--- config.mk ---
export PLATFORM = sky130hd
export DESIGN_NAME = iagu_dot_multi
export DESIGN_NICKNAME = d
export VERILOG_FILES = /design/src/rtl/iagu_dot_multi.sv
export SDC_FILE = /design/constraint.sdc
export NUM_CORES = 1
export LEC_CHECK = 0
export ABC_CLOCK_PERIOD_IN_PS = 4500
export BUFFER_PORTS_ARGS = -buffer_cell sky130_fd_sc_hd__buf_2
export CORE_MARGIN = 8
export CORE_UTILIZATION = 63
export DETAILED_ROUTE_END_ITERATION = 8
export PLACE_DENSITY = 0.86
export SLEW_MARGIN = 10
export SYNTH_ARGS = -nofsm -noshare
export SYNTH_HDL_FRONTEND = slang
export SYNTH_SLANG_ARGS = --single-unit
--- constraint.sdc ---
create_clock -name i_clk -period 4.5 [get_ports i_clk]
set_input_delay 0.675 -clock i_clk [delete_from_list [all_inputs] [get_ports i_clk]]
set_output_delay 0.675 -clock i_clk [all_outputs]
set_load 0.02 [all_outputs]
--- src/rtl/iagu_dot_multi.sv ---
// Address generator for dot-product jobs: issues paired operand reads across two
// buffers (dual, same-buffer or square mode) and flags operand arrival at the PE.
module iagu_dot_multi #(
    parameter int ADDR_W   = 12,
    parameter int LEN_W    = 8,
    parameter int ROW_W    = 8,
    parameter int STRIDE_W = 8
) (
    input  logic                i_clk,
    input  logic                i_rst_n,
    input  logic                i_start,
    input  logic                i_abort,
    input  logic [1:0]          i_mode,
    input  logic [ADDR_W:0]     i_base_a,
    input  logic [ADDR_W:0]     i_base_b,
    input  logic [LEN_W-1:0]    i_len,
    input  logic [ROW_W-1:0]    i_rows,
    input  logic [STRIDE_W-1:0] i_stride_a,
    input  logic [STRIDE_W-1:0] i_stride_b,
    output logic                o_busy,
    output logic                o_done,
    output logic                o_ren0,
    output logic [ADDR_W-1:0]   o_raddr0,
    output logic                o_ren1,
    output logic [ADDR_W-1:0]   o_raddr1,
    output logic                o_pe_valid,
    output logic                o_pe_last
);

    typedef enum logic [1:0] {IDLE, RUN, PHASE_B, DONE} stateT;

    localparam logic [1:0] MODE_DUAL   = 2'd0;
    localparam logic [1:0] MODE_SAME   = 2'd1;
    localparam logic [1:0] MODE_SQUARE = 2'd2;

    stateT                stateReg, stateNext;
    logic [1:0]           modeReg, modeNext;
    logic                 selAReg, selANext, selBReg, selBNext;
    logic [LEN_W-1:0]     lenReg, lenNext, elemReg, elemNext;
    logic [ROW_W-1:0]     rowsReg, rowsNext, rowReg, rowNext;
    logic [STRIDE_W-1:0]  strideAReg, strideANext, strideBReg, strideBNext;
    logic [ADDR_W-1:0]    rowStartAReg, rowStartANext, rowStartBReg, rowStartBNext;
    logic [ADDR_W-1:0]    addrAReg, addrANext, addrBReg, addrBNext;

    logic                 busyNext, doneNext, peValidNext, peLastNext;
    logic                 ren0Next, ren1Next;
    logic [ADDR_W-1:0]    raddr0Next, raddr1Next;
    logic                 doAdvance, lastElem, lastRow, readA, readB;
    logic [ADDR_W-1:0]    nextRowA, nextRowB;

    always_ff @(posedge i_clk or negedge i_rst_n) begin
        if (!i_rst_n) begin
            stateReg     <= IDLE;
            modeReg      <= '0;
            selAReg      <= 1'b0;
            selBReg      <= 1'b0;
            lenReg       <= '0;
            elemReg      <= '0;
            rowsReg      <= '0;
            rowReg       <= '0;
            strideAReg   <= '0;
            strideBReg   <= '0;
            rowStartAReg <= '0;
            rowStartBReg <= '0;
            addrAReg     <= '0;
            addrBReg     <= '0;
            o_busy       <= 1'b0;
            o_done       <= 1'b0;
            o_ren0       <= 1'b0;
            o_raddr0     <= '0;
            o_ren1       <= 1'b0;
            o_raddr1     <= '0;
            o_pe_valid   <= 1'b0;
            o_pe_last    <= 1'b0;
        end else begin
            stateReg     <= stateNext;
            modeReg      <= modeNext;
            selAReg      <= selANext;
            selBReg      <= selBNext;
            lenReg       <= lenNext;
            elemReg      <= elemNext;
            rowsReg      <= rowsNext;
            rowReg       <= rowNext;
            strideAReg   <= strideANext;
            strideBReg   <= strideBNext;
            rowStartAReg <= rowStartANext;
            rowStartBReg <= rowStartBNext;
            addrAReg     <= addrANext;
            addrBReg     <= addrBNext;
            o_busy       <= busyNext;
            o_done       <= doneNext;
            o_ren0       <= ren0Next;
            o_raddr0     <= raddr0Next;
            o_ren1       <= ren1Next;
            o_raddr1     <= raddr1Next;
            o_pe_valid   <= peValidNext;
            o_pe_last    <= peLastNext;
        end
    end

    always_comb begin
        stateNext     = stateReg;
        modeNext      = modeReg;
        selANext      = selAReg;
        selBNext      = selBReg;
        lenNext       = lenReg;
        elemNext      = elemReg;
        rowsNext      = rowsReg;
        rowNext       = rowReg;
        strideANext   = strideAReg;
        strideBNext   = strideBReg;
        rowStartANext = rowStartAReg;
        rowStartBNext = rowStartBReg;
        addrANext     = addrAReg;
        addrBNext     = addrBReg;
        doneNext      = 1'b0;
        peValidNext   = 1'b0;
        peLastNext    = 1'b0;
        doAdvance     = 1'b0;
        lastElem      = (elemReg == lenReg - LEN_W'(1));
        lastRow       = (rowReg == rowsReg - ROW_W'(1));
        nextRowA      = rowStartAReg + ADDR_W'(strideAReg);
        nextRowB      = rowStartBReg + ADDR_W'(strideBReg);

        case (stateReg)
            IDLE: begin
                if (i_start) begin
                    case (i_mode)
                        2'd1:    modeNext = MODE_SAME;
                        2'd2:    modeNext = MODE_SQUARE;
                        default: modeNext = (i_base_a[ADDR_W] == i_base_b[ADDR_W]) ? MODE_SAME : MODE_DUAL;
                    endcase
                    selANext      = i_base_a[ADDR_W];
                    selBNext      = i_base_b[ADDR_W];
                    lenNext       = i_len;
                    rowsNext      = i_rows;
                    strideANext   = i_stride_a;
                    strideBNext   = i_stride_b;
                    elemNext      = '0;
                    rowNext       = '0;
                    rowStartANext = i_base_a[ADDR_W-1:0];
                    rowStartBNext = i_base_b[ADDR_W-1:0];
                    addrANext     = i_base_a[ADDR_W-1:0];
                    addrBNext     = i_base_b[ADDR_W-1:0];
                    if (i_len == '0 || i_rows == '0) begin
                        stateNext = DONE;
                        doneNext  = 1'b1;
                    end else begin
                        stateNext = RUN;
                    end
                end
            end
            RUN: begin
                if (modeReg == MODE_SAME) stateNext = PHASE_B;
                else                      doAdvance = 1'b1;
            end
            PHASE_B: doAdvance = 1'b1;
            DONE:    stateNext = IDLE;
            default: stateNext = IDLE;
        endcase

        // The read in flight completes an element: flag it and step to the next one.
        if (doAdvance) begin
            peValidNext = 1'b1;
            peLastNext  = lastElem;
            if (lastElem && lastRow) begin
                stateNext = DONE;
                doneNext  = 1'b1;
            end else begin
                stateNext = RUN;
                if (lastElem) begin
                    elemNext      = '0;
                    rowNext       = rowReg + ROW_W'(1);
                    rowStartANext = nextRowA;
                    rowStartBNext = nextRowB;
                    addrANext     = nextRowA;
                    addrBNext     = nextRowB;
                end else begin
                    elemNext  = elemReg + LEN_W'(1);
                    addrANext = addrAReg + ADDR_W'(1);
                    addrBNext = addrBReg + ADDR_W'(1);
                end
            end
        end

        if (i_abort) begin
            stateNext   = IDLE;
            doneNext    = 1'b0;
            peValidNext = 1'b0;
            peLastNext  = 1'b0;
        end

        busyNext = (stateNext != IDLE);

        // Read ports follow the state being entered, so addresses leave a flop.
        readA      = (stateNext == RUN);
        readB      = (stateNext == PHASE_B) || (stateNext == RUN && modeNext == MODE_DUAL);
        ren0Next   = 1'b0;
        ren1Next   = 1'b0;
        raddr0Next = '0;
        raddr1Next = '0;
        if (readA) begin
            if (selANext) begin
                ren1Next   = 1'b1;
                raddr1Next = addrANext;
            end else begin
                ren0Next   = 1'b1;
                raddr0Next = addrANext;
            end
        end
        if (readB) begin
            if (selBNext) begin
                ren1Next   = 1'b1;
                raddr1Next = addrBNext;
            end else begin
                ren0Next   = 1'b1;
                raddr0Next = addrBNext;
            end
        end
    end

endmodule

Word-level counts from Yosys, hierarchy flattened
Index checks and enable logic that the tools add are counted.

Word-level logic and storage cells: 124. Input port bits: 64. Register bits after elaboration: 132. Output and inout port bits: 30.

Add/sub/neg operators: 8. Eq/ne operators: 11. Multiplexer cells: 73. Reduce and logical (&&, ||, !) cells: 10.

Operators by type and width (number): $mux W12 (28); $mux W8 (10); $add A12 B1 Y12 const B (2); $add A12 B8 Y12 (2); $mux W1 (24); $add A8 B1 Y8 const B (2); $eq A8 B8 Y1 (2); $logic_not A8 Y1 (2); $mux W2 (8); $sub A8 B1 Y8 const B (2); $eq A2 B1 Y1 const B (4); $eq A2 B2 Y1 const B (4); $pmux W2 S3 (1); $logic_not A2 Y1 (2); $pmux W2 S2 (1); $logic_and A1 B1 Y1 (2); $logic_or A1 B1 Y1 (2); $pmux W1 S2 (1); $reduce_and A2 Y1 (1); $reduce_bool A2 Y1 (1); $eq A1 B1 Y1 (1).

Logic depth before layout (Yosys ltp)
Gate-level depths: netlist of run 1.

Depth after elaboration: 11. Depth in mapped cells: 12. Gate-level depth less buffers: 10.

Least setup slack after synthesis of run 1
OpenSTA, ideal clock, no wires.

Kind: register -> register. Start point: register rowsReg[0]. End point: register o_raddr0[8]. Data required time: 4.368 ns. Setup time: 0.132 ns. Path slack: 1.702 ns. Stages on the path, launching flop included: 12. Clock period less this slack: 2.798 ns. Path buffers: 1. Arrival time: 2.665 ns. Path through: dfrtp_1 -> inv_1 -> ha_1 -> nor3b_1 -> mux2_2 -> o21ai_0 -> o2111a_1 -> nand3_4 -> nand2_2 -> buf_2 -> mux2i_1 -> o22ai_1.

Cells in the longest elaborated chain, start to end: 10. Elaborated cells between the ends (all ways): 18. Classes of those cells: add/sub: 1; eq/ne: 3; mux: 11; reduce/logical: 3.

Ends and longest elaborated chain: start: declaration (line 40) `logic [ROW_W-1:0] rowsReg, rowsNext, rowReg, rowNext;`; start signal: assignment (line 82) `rowsReg <= rowsNext;`; $sub A8 B1 Y8 (*) (line 121) `lastRow = (rowReg == rowsReg - ROW_W'(1));`; $eq A8 B8 Y1 (*) (line 121); $logic_and A1 B1 Y1 (*) (line 166) `if (lastElem && lastRow) begin`; $mux W2 (line 166); $mux W2 (line 163) `if (doAdvance) begin`; $mux W2 (line 186) `if (i_abort) begin`; $eq A2 B1 Y1 (line 196, 197); $mux W12 / $logic_and A1 B1 Y1 (equally long branches) (line 202, 197); $mux W12 / $logic_or A1 B1 Y1 (equally long branches) (line 212, 197); $mux W12 (*) (line 211) `if (readB) begin`; via raddr0Next[8] (line 47) `logic [ADDR_W-1:0] raddr0Next, raddr1Next;`; end signal: assignment (line 93) `o_raddr0 <= raddr0Next;`; end: declaration (line 23) `output logic [ADDR_W-1:0] o_raddr0,`.

The timed path passes the listed nets; every way through them passes the cells marked *. A chain may end at the register's enable or synchronous reset.

Worst setup path after layout of run 1
Start point: register rowsReg[0]. End point: register o_raddr0[10].

Same word-level chain as after synthesis.

==> results of run 1 <==
synth_stat cells, types with 6 or more instances:
cell,count
a211oi_1,18
a21o_1,10
a21oi_1,86
and3_1,33
buf_1,6
buf_2,8
clkbuf_1,24
dfrtp_1,132
ha_1,28
inv_1,41
mux2_2,8
mux2i_1,22
nand2_1,137
nand3_1,27
nand4_1,7
nor2_1,43
nor2b_1,7
nor3_1,11
nor4_1,7
o21ai_0,35
o22ai_1,26
xnor2_1,32
xor2_1,32
area by class of cell:
type	instances	area, um^2	area share [%]
clock inverter	13	198	2.23
inverter	41	154	1.74
clock buffer	19	433	4.89
sequential	132	3300	37.3
tap	147	184	2.08
timing repair buffer	103	543	6.13
multi-input combinational	638	4040	45.6
metrics by stage:
stage	total power, mW	setup WS [ns]	std cells	instance area [um^2]	hold slack [ns]
after CTS	6.91	0.749	1093	8850	0.428
after global routing	7.39	0.480	1093	8850	0.430
after global placement	5.25	0.969	1061	8220	0.466
after detailed placement	5.37	0.830	1061	8220	0.476
final	6.96	0.669	1093	8850	0.394
after floorplan	4.44	1.70	850	7650	0.379
worst reg2reg max path, stage by stage (launching register included):
cell	delay, ns
dfrtp_1	0.42
inv_1	0.10
ha_1	0.22
nor3b_1	0.31
mux2_2	0.37
o21ai_0	0.22
o2111a_1	0.38
nand3_4	0.26
a22oi_2	0.26
buf_4	0.24
nand4_1	0.47
o32ai_1	0.47
power breakdown:
part	leakage (nW)	internal, mW	switching, mW	total [mW]
logic	2.49	1.27	2.10	3.37
clock network	0.303	0.937	0.561	1.50
registers	1.68	1.67	0.428	2.10
cells by family after synthesis:
group,Yosys count
and+or+nand+nor,299
xor gates and xnor gates,64
adders and majority gates,30
AOI/OAI and AO/OA,214
DFF,132
buffers and inverters,80
muxes,31
registers in the layout (all words and copies together) (netlist names), 2 cells and up:
name	cells
strideBReg	8
o_raddr1	12
o_raddr0	12
lenReg	8
modeReg	2
strideAReg	8
rowStartAReg	12
rowStartBReg	12
addrAReg	12
addrBReg	12
stateReg	2
elemReg	8
rowsReg	8
rowReg	8
placed cells by master (no fill, tap or decap), drive strengths merged, types with 12 or more instances in the layout:
cell type,count
nand2,139
dfrtp,132
buf,103
a21oi,86
inv,45
nor2,44
o21ai,35
and3,33
xor2,32
xnor2,32
ha,28
nand3,28
o22ai,27
mux2i,22
a211oi,19
clkbuf,19
nor3,12
path summary, 6_finish.rpt:
path / cells past startpoint / endpoint / slack [ns]
max: 11 / o_raddr0[10]$_DFF_PN0_ / 0.67
min: 1 / strideAReg[2]$_DFFE_PN0P_ / 0.39
max reg2reg: 11 / o_raddr0[10]$_DFF_PN0_ / 0.67
min reg2reg: 2 / strideBReg[5]$_DFFE_PN0P_ / 0.50
max in group asynchronous: 2 / lenReg[4]$_DFFE_PN0P_ / 3.12
min in group i_clk: 3 / strideAReg[4]$_DFFE_PN0P_ / 0.43
per-layer routing:
layer	GRT usage [%]	routed length [um]	vias up
met3	8.14	1570	73
met4	14.2	827	0
met1	30.9	8400	3271
met2	43.3	10100	289
li1	-	-	3165
met5	0	0	-
==> metrics.cfg, run 1 <==
[clocking]
cts.clk_slew.worst_paths_ns=0.06
clock_path_buffers=2
post_cts_buffers=0
cts_max_level=4
cts_tree=done
cts_root_buffer=clkbuf_16
cts.repair.resized=0
cts.sinks=132
hold_buffers=0
cts_made_buffers=17
worstSkewPairLatency_ns=0.43

[global_routing]
grtUsageTotal_pct=26.6
grt_pass1_vias=6789
overflow=0
antenna_found_initial=0
grt_first_pass_wirelength_mm=33.8
grt_max_degree=81

[timing]
worst_pin_slew_ns=1.01
post-route-min-period_ns=3.83
min_period_over_period_pct=85.1
fin_skew_ns=0.00837
fmax_mhz=261
rsz0062_at_grt=no
slew_headroom_pct=32.9
hold_viol_final=0
finalSetupTns_ns=0
setup_viol=0
slew_violations=0

[synthesis]
synth_seq_cells=132
synthMuxAreaShare_pct=4.20
synth_top_cell_by_area=dfrtp_1
yosys-top-cells-area=dfrtp_1, nand2_1, a21oi_1
synth-simple-area-share_pct=18.6
synth_fa_ha_area_share_pct=5.10
synth_compound_area_share_pct=17.5
netlist_area_um2=7650
synthFlopType=dfrtp_1
synth_top_area_share_pct=43.2
yosysSeqAreaShare_pct=43.2
synth_xor_area_share_pct=7.33
synth_edf_count=0
async_flop_share_pct=100
synth_top_family_by_area=simple AND/OR/NAND/NOR gates
synth_area_per_cell_um2=9.00
synth_fp_nets=944
synth.yosys.warnings=0
ys_types=64
syn_inst=850

[route]
firstDrtPassIters=5
ant_nets=0
avgViaCountPerCell=6.22
drc=0
dr.first_iter.drc_count=584
wl_mm=20.9
vias=6798
wire_per_inst_um=19.1

[critical_path]
setup.worst_path.class=flip-flop to flip-flop
cp_cell_sequence=inv_1 -> ha_1 -> nor3b_1 -> mux2_2 -> o21ai_0 -> o2111a_1 -> nand3_4 -> a22oi_2 -> buf_4 -> nand4_1 -> o32ai_1
worst_path_max_delay_cell=nand4_1
max_stage_delay_ns=0.47
path_buf_inv=2
setup.worst_path.start=rowsReg[0]$_DFFE_PN0P_
cp_max_fo=17
endpoint_kind=flip-flop
path_delay_family=compound AO/OA/AOI/OAI gates
worstReg2RegStart=rowsReg[0]$_DFFE_PN0P_
arrival_ns=4.14
worst_ep_required_time_ns=4.81
worst_setup_path_start_kind=flip-flop

[min_path]
hp-class=primary input to asynchronous set/reset pin

[finish]
final_util_pct=74.3
finish.net_count=1027
diodes=0
fillers=856
area_delta_synth_final_pct=15.7
final_layout_size_suffix_gt1_share_pct=16.4

[placement]
port-buffer-count=93
dp_hpwl_mm=14.7
gp_congestion=0.932

[floorplan]
die_x_um=126
rows=40
pin_count=94
core_um2=11900
dieArea_um2=15900
start_util_pct=64.2
die_y_um=126

[pwr]
p_per_area_nw_per_um2=787
p_leak_nw=4.48
ir_drop_mv=0.509

[run_status]
outcome=complete, no violations

[flow_run]
drv_cap=0

No activity file was read; power rests on OpenSTA's default activity.
==> run 2, diff against run 1 <==
--- a/config.mk
+++ b/config.mk
@@ -10,6 +10,7 @@
 export CORE_MARGIN = 8
 export CORE_UTILIZATION = 63
 export DETAILED_ROUTE_END_ITERATION = 8
+export GPL_TIMING_DRIVEN = 0
 export PLACE_DENSITY = 0.86
 export SLEW_MARGIN = 10
 export SYNTH_ARGS = -nofsm -noshare
==> run 2 against run 1 <==
Die area stayed put. First-iteration DRC count is 40% higher. Sequential share of layout area is 0.26 points lower. Routed wire length is 3.5% higher. Critical path depth stayed put. Register-to-register slack better by 0.31 ns. Hold slack worse by 0.17 ns. Clock skew is 0.0029 ns higher. Cell count is 2.6% higher. Sequential power hardly changed. Largest cell class unchanged.
==> metrics.cfg, run 2 (synthesis gave the netlist of run 1 again) <==
[run_status]
outcome=complete, no violations

[critical_path]
worst_setup_path_start_kind=flip-flop
path_delay_family=multiplexers
worst_path_max_delay_cell=dfrtp_1
max_stage_delay_ns=0.44
cp_cell_sequence=inv_1 -> ha_1 -> nor3b_1 -> mux2_2 -> o21ai_0 -> o2111a_1 -> nand3_4 -> nand2_2 -> buf_2 -> mux2i_1 -> o22ai_1
path_buf_inv=2
setup.worst_path.class=flip-flop to flip-flop
endpoint_kind=flip-flop
arrival_ns=3.82
worst_ep_required_time_ns=4.80
cp_max_fo=10
rrSetupSlack_ns=0.98

[timing]
worst_pin_slew_ns=0.953
timing.hold.ws_ns=0.227
fmax_mhz=284
fin_skew_ns=0.0113
slew_headroom_pct=36.5
rsz0062_at_grt=no
setup_viol=0
post-route-min-period_ns=3.52
slew_violations=0
hold_viol_final=0
finalSetupTns_ns=0
min_period_over_period_pct=78.2

[clocking]
cts.sinks=132
cts.clk_slew.worst_paths_ns=0.06
clock_path_buffers=2
cts_max_level=4
cts_tree=done
post_cts_buffers=0
cts.repair.resized=0
cts_root_buffer=clkbuf_16
worstSkewPairLatency_ns=0.44
cts_made_buffers=17
hold_buffers=0

[route]
wl_mm=21.7
dr.first_iter.drc_count=816
wire_per_inst_um=19.3
vias=7001
drc=0
firstDrtPassIters=6
ant_nets=0
avgViaCountPerCell=6.25

[placement]
port-buffer-count=92
dp_hpwl_mm=15.8
place_area_um2=8330
gp_congestion=0.947

[finish]
design_area_um2=8910
final_common_cell=nand2_1
area_delta_synth_final_pct=16.5
final_cell_mix=nand2_1, dfrtp_1, buf_2
diodes=0
finish.net_count=1056
final_layout_size_suffix_gt1_share_pct=15.7
fillers=890

[pwr]
p_total_mw=6.92
p_per_area_nw_per_um2=776
p_leak_nw=4.49
ir_drop_mv=0.467

[global_routing]
grt_first_pass_wirelength_mm=35.5
grt_max_degree=69
grt_pass1_vias=7146
overflow=0
antenna_found_initial=0
grtUsageTotal_pct=28.2

[floorplan]
pin_count=94
die_y_um=126
die_x_um=126
rows=40
core_um2=11900
dieArea_um2=15900
start_util_pct=64.2

[min_path]
hp-class=primary input to asynchronous set/reset pin

[flow_run]
drv_cap=0

-- run 2: stage by stage --
stage / instances / setup WS (ns) / util, %
floorplan: 850 / 1.70 / -
global placement: 1089 / 1.02 / 69.7
detailed placement: 1090 / 1.02 / 69.9
CTS: 1121 / 0.992 / 74.8
global route: 1121 / 0.759 / 74.8
finish: 1121 / 0.980 / 74.8
-- run 2: final cells by class --
class / count / area [um^2] / share of cell area (%)
timing repair buffer: 93 / 494 / 5.54
inverter: 41 / 154 / 1.73
clock inverter: 13 / 145 / 1.63
buffer: 39 / 160 / 1.80
tap: 147 / 184 / 2.06
clock buffer: 18 / 439 / 4.93
sequential: 132 / 3300 / 37.1
multi-input combinational: 638 / 4040 / 45.3
-- run 2: per-layer routing --
metal	routed length (um)	track usage, %	vias up	part of all wire [%]
met5	0	0	-	0
met4	996	15.1	0	4.6
met3	1930	7.68	82	8.9
met2	10300	45.5	375	48
met1	8440	33.8	3314	39
li1	-	-	3230	-
-- run 2: final timing paths --
path                                            from  depth (start not counted)                         to
setup / recovery              rowsReg[0]$_DFFE_PN0P_                         11      o_raddr0[8]$_DFF_PN0_
hold / removal                               i_rst_n                          1  strideAReg[6]$_DFFE_PN0P_
max in group asynchronous                    i_rst_n                          2      stateReg[1]$_DFF_PN0_
min in group i_clk                     i_stride_a[3]                          3  strideAReg[3]$_DFFE_PN0P_
hold reg to reg            strideAReg[3]$_DFFE_PN0P_                          2  strideAReg[3]$_DFFE_PN0P_
setup reg to reg              rowsReg[0]$_DFFE_PN0P_                         11      o_raddr0[8]$_DFF_PN0_
-- run 2: report_power, final --
| group | leakage [nW] | switching, mW | internal (mW) | total, mW |
|---|---|---|---|---|
| clock network | 0.280 | 0.559 | 0.834 | 1.39 |
| registers | 1.68 | 0.426 | 1.67 | 2.09 |
| logic | 2.53 | 2.14 | 1.29 | 3.43 |
==> run 3, diff against run 2 <==
--- a/config.mk
+++ b/config.mk
@@ -5,13 +5,13 @@
 export SDC_FILE = /design/constraint.sdc
 export NUM_CORES = 1
 export LEC_CHECK = 0
-export ABC_CLOCK_PERIOD_IN_PS = 4500
+export ABC_CLOCK_PERIOD_IN_PS = 3300
 export BUFFER_PORTS_ARGS = -buffer_cell sky130_fd_sc_hd__buf_2
 export CORE_MARGIN = 8
-export CORE_UTILIZATION = 63
+export CORE_UTILIZATION = 59
 export DETAILED_ROUTE_END_ITERATION = 8
 export GPL_TIMING_DRIVEN = 0
-export PLACE_DENSITY = 0.86
+export PLACE_DENSITY = 0.81
 export SLEW_MARGIN = 10
 export SYNTH_ARGS = -nofsm -noshare
 export SYNTH_HDL_FRONTEND = slang
==> constraint.sdc (replaced) <==
create_clock -name i_clk -period 3.3 [get_ports i_clk]
set_input_delay 0.495 -clock i_clk [delete_from_list [all_inputs] [get_ports i_clk]]
set_output_delay 0.495 -clock i_clk [all_outputs]
set_load 0.02 [all_outputs]
==> run 3 against run 2 <==
Global-route usage decreased by 2.1 points. Critical endpoint is now o_raddr1[10]$_DFF_PN0_. Core utilization decreased by 3.4 points. Highest routed layer unchanged. Clock skew decreased by 0.0020 ns. Critical path type unchanged. Die area increased by 5.9%. Register-to-register slack got worse by 0.83 ns. Sequential power increased by 36%. Clock power increased by 35%. Final area increased by 1.1%. Fmax increased by 12%. Sequential share of layout area decreased by 0.39 points. Count of clock-buffer cells in the layout unchanged. Non-clock buffer count increased by 3.
==> metrics.cfg, run 3 (synthesis gave the netlist of run 1 again) <==
[route]
ant_nets=0
wl_mm=21.4
dr.first_iter.drc_count=640
avgViaCountPerCell=6.00
drc=0
firstDrtPassIters=6
wire_per_inst_um=18.6
vias=6902

[global_routing]
grt_use_met1_pct=32.4
use_met2_pct=42.5
antenna_found_initial=0
grtUsageMet3_pct=5.30
grt_pass1_vias=6769
grt_first_pass_wirelength_mm=33.9
overflow=0
grt_max_degree=68
grt-busiest-layer=met2
grtUsageTotal_pct=26.1

[timing]
hold_viol_final=0
slew_headroom_pct=32.9
slew_violations=0
setup_viol=0
rsz0062_at_grt=no
timing.hold.ws_ns=0.0382
min_period_over_period_pct=95.5
worst_pin_slew_ns=1.01
finalSetupTns_ns=0
fmax_mhz=317
worst_slack_ns=0.149
fin_skew_ns=0.00925
post-route-min-period_ns=3.15

[pwr]
p_total_mw=9.46
ir_drop_mv=0.641
p_per_area_nw_per_um2=1050
p_leak_nw=4.50

[floorplan]
dieArea_um2=16900
start_util_pct=60.6
pin_count=94
core_um2=12600
rows=41
die_x_um=130
die_y_um=130

[critical_path]
worst_ep_required_time_ns=3.61
setup.worst_path.start=strideAReg[0]$_DFFE_PN0P_
arrival_ns=3.46
cpMostUsedCell=nor2_1
reg2regPathDepth=10
setup.worst_path.class=flip-flop to flip-flop
worstReg2RegStart=strideAReg[0]$_DFFE_PN0P_
worst_setup_path_start_kind=flip-flop
path_delay_family=compound AO/OA/AOI/OAI gates
crit_cells=10
worst_path_max_delay_cell=o41ai_1
rrSetupSlack_ns=0.15
endpoint_kind=flip-flop
path_buf_inv=0
rr_endpoint=o_raddr1[10]$_DFF_PN0_
max_stage_delay_ns=0.63
cp_cell_sequence=ha_1 -> fa_1 -> a21o_1 -> a211oi_1 -> nor2_1 -> o41ai_1 -> nand3b_1 -> xnor2_1 -> nor2_1 -> o32ai_1
endpoint=o_raddr1[10]$_DFF_PN0_
cp_max_fo=4

[finish]
area_delta_synth_final_pct=17.7
final_layout_size_suffix_gt1_share_pct=16.9
final_cell_mix=nand2_1, dfrtp_1, buf_2
instances_no_fill=1150
fillers=1010
final_util_pct=71.4
final_common_cell=nand2_1
design_area_um2=9010
diodes=0
regArea_um2=3300
multi_input_area_um2=4080
finish.net_count=1059

[placement]
gp_congestion=0.924
dp_slack_ns=-0.136
port-buffer-count=92
dp_hpwl_mm=15.8
dp.cells=1115
place_area_um2=8360

[clocking]
cts_tree=done
cts_max_level=4
hold_buffers=0
cts_root_buffer=clkbuf_16
clock_path_buffers=2
cts.clk_slew.worst_paths_ns=0.06
cts_made_buffers=17
worstSkewPairLatency_ns=0.43
cts.sinks=132

[flow_run]
drv_cap=0

[run_status]
outcome=complete, no violations

[min_path]
hp-class=primary input to asynchronous set/reset pin

[run 3: cell types whose count changed in the layout (fill, tap and decap cells not counted), sizes merged]
cell and delta:
bufinv -1, clkinv +2, inv +1, clkinvlp -1, buf +3
[run 3: final cells by class]
| cell class | count | area share [%] |
|---|---|---|
| well taps | 172 | 2.39 |
| clock buffers | 18 | 4.87 |
| clock inverters | 14 | 1.58 |
| multi-input cells | 638 | 45.2 |
| flip-flops and latches | 132 | 36.7 |
| repair buffers | 96 | 5.74 |
| inverters | 41 | 1.71 |
| plain buffers | 39 | 1.82 |
[run 3: power by group]
| group | switching [mW] | internal (mW) | total (mW) |
|---|---|---|---|
| logic | 2.94 | 1.80 | 4.74 |
| clock network | 0.795 | 1.08 | 1.87 |
| registers | 0.570 | 2.27 | 2.84 |
| total | 4.31 | 5.15 | 9.46 |
[run 3: metal layers]
metal | vias up | wire length (um)
met5 | - | 0
li1 | 3242 | -
met4 | 0 | 858
met2 | 323 | 10200
met1 | 3269 | 8710
met3 | 68 | 1670
[run 3: worst min path at each step]
| stage | to | slack (ns) | depth (start not counted) |
|---|---|---|---|
| floorplan | addrAReg[0]$_DFF_PN0_ | 0.20 | 0 |
| CTS | strideAReg[2]$_DFFE_PN0P_ | 0.07 | 1 |
| finish | strideAReg[2]$_DFFE_PN0P_ | 0.04 | 1 |
| global placement | strideAReg[4]$_DFFE_PN0P_ | 0.47 | 2 |
| global route | strideAReg[2]$_DFFE_PN0P_ | 0.1 | 1 |
| detailed placement | strideAReg[4]$_DFFE_PN0P_ | 0.47 | 2 |
[run 3: timing repair]
action / CTS / global route
buffers inserted: 0 / 3
pin swaps: 0 / 4
endpoints found under the setup margin: 19 / 57
resized for setup: 4 / 9
[run 3: worst register-to-register path, stage by stage (launching register included)]
cell and delay (ns):
dfrtp_1 0.38, ha_1 0.23, fa_1 0.42, a21o_1 0.19, a211oi_1 0.23, nor2_1 0.09, o41ai_1 0.63, nand3b_1 0.26
xnor2_1 0.14, nor2_1 0.11, o32ai_1 0.35
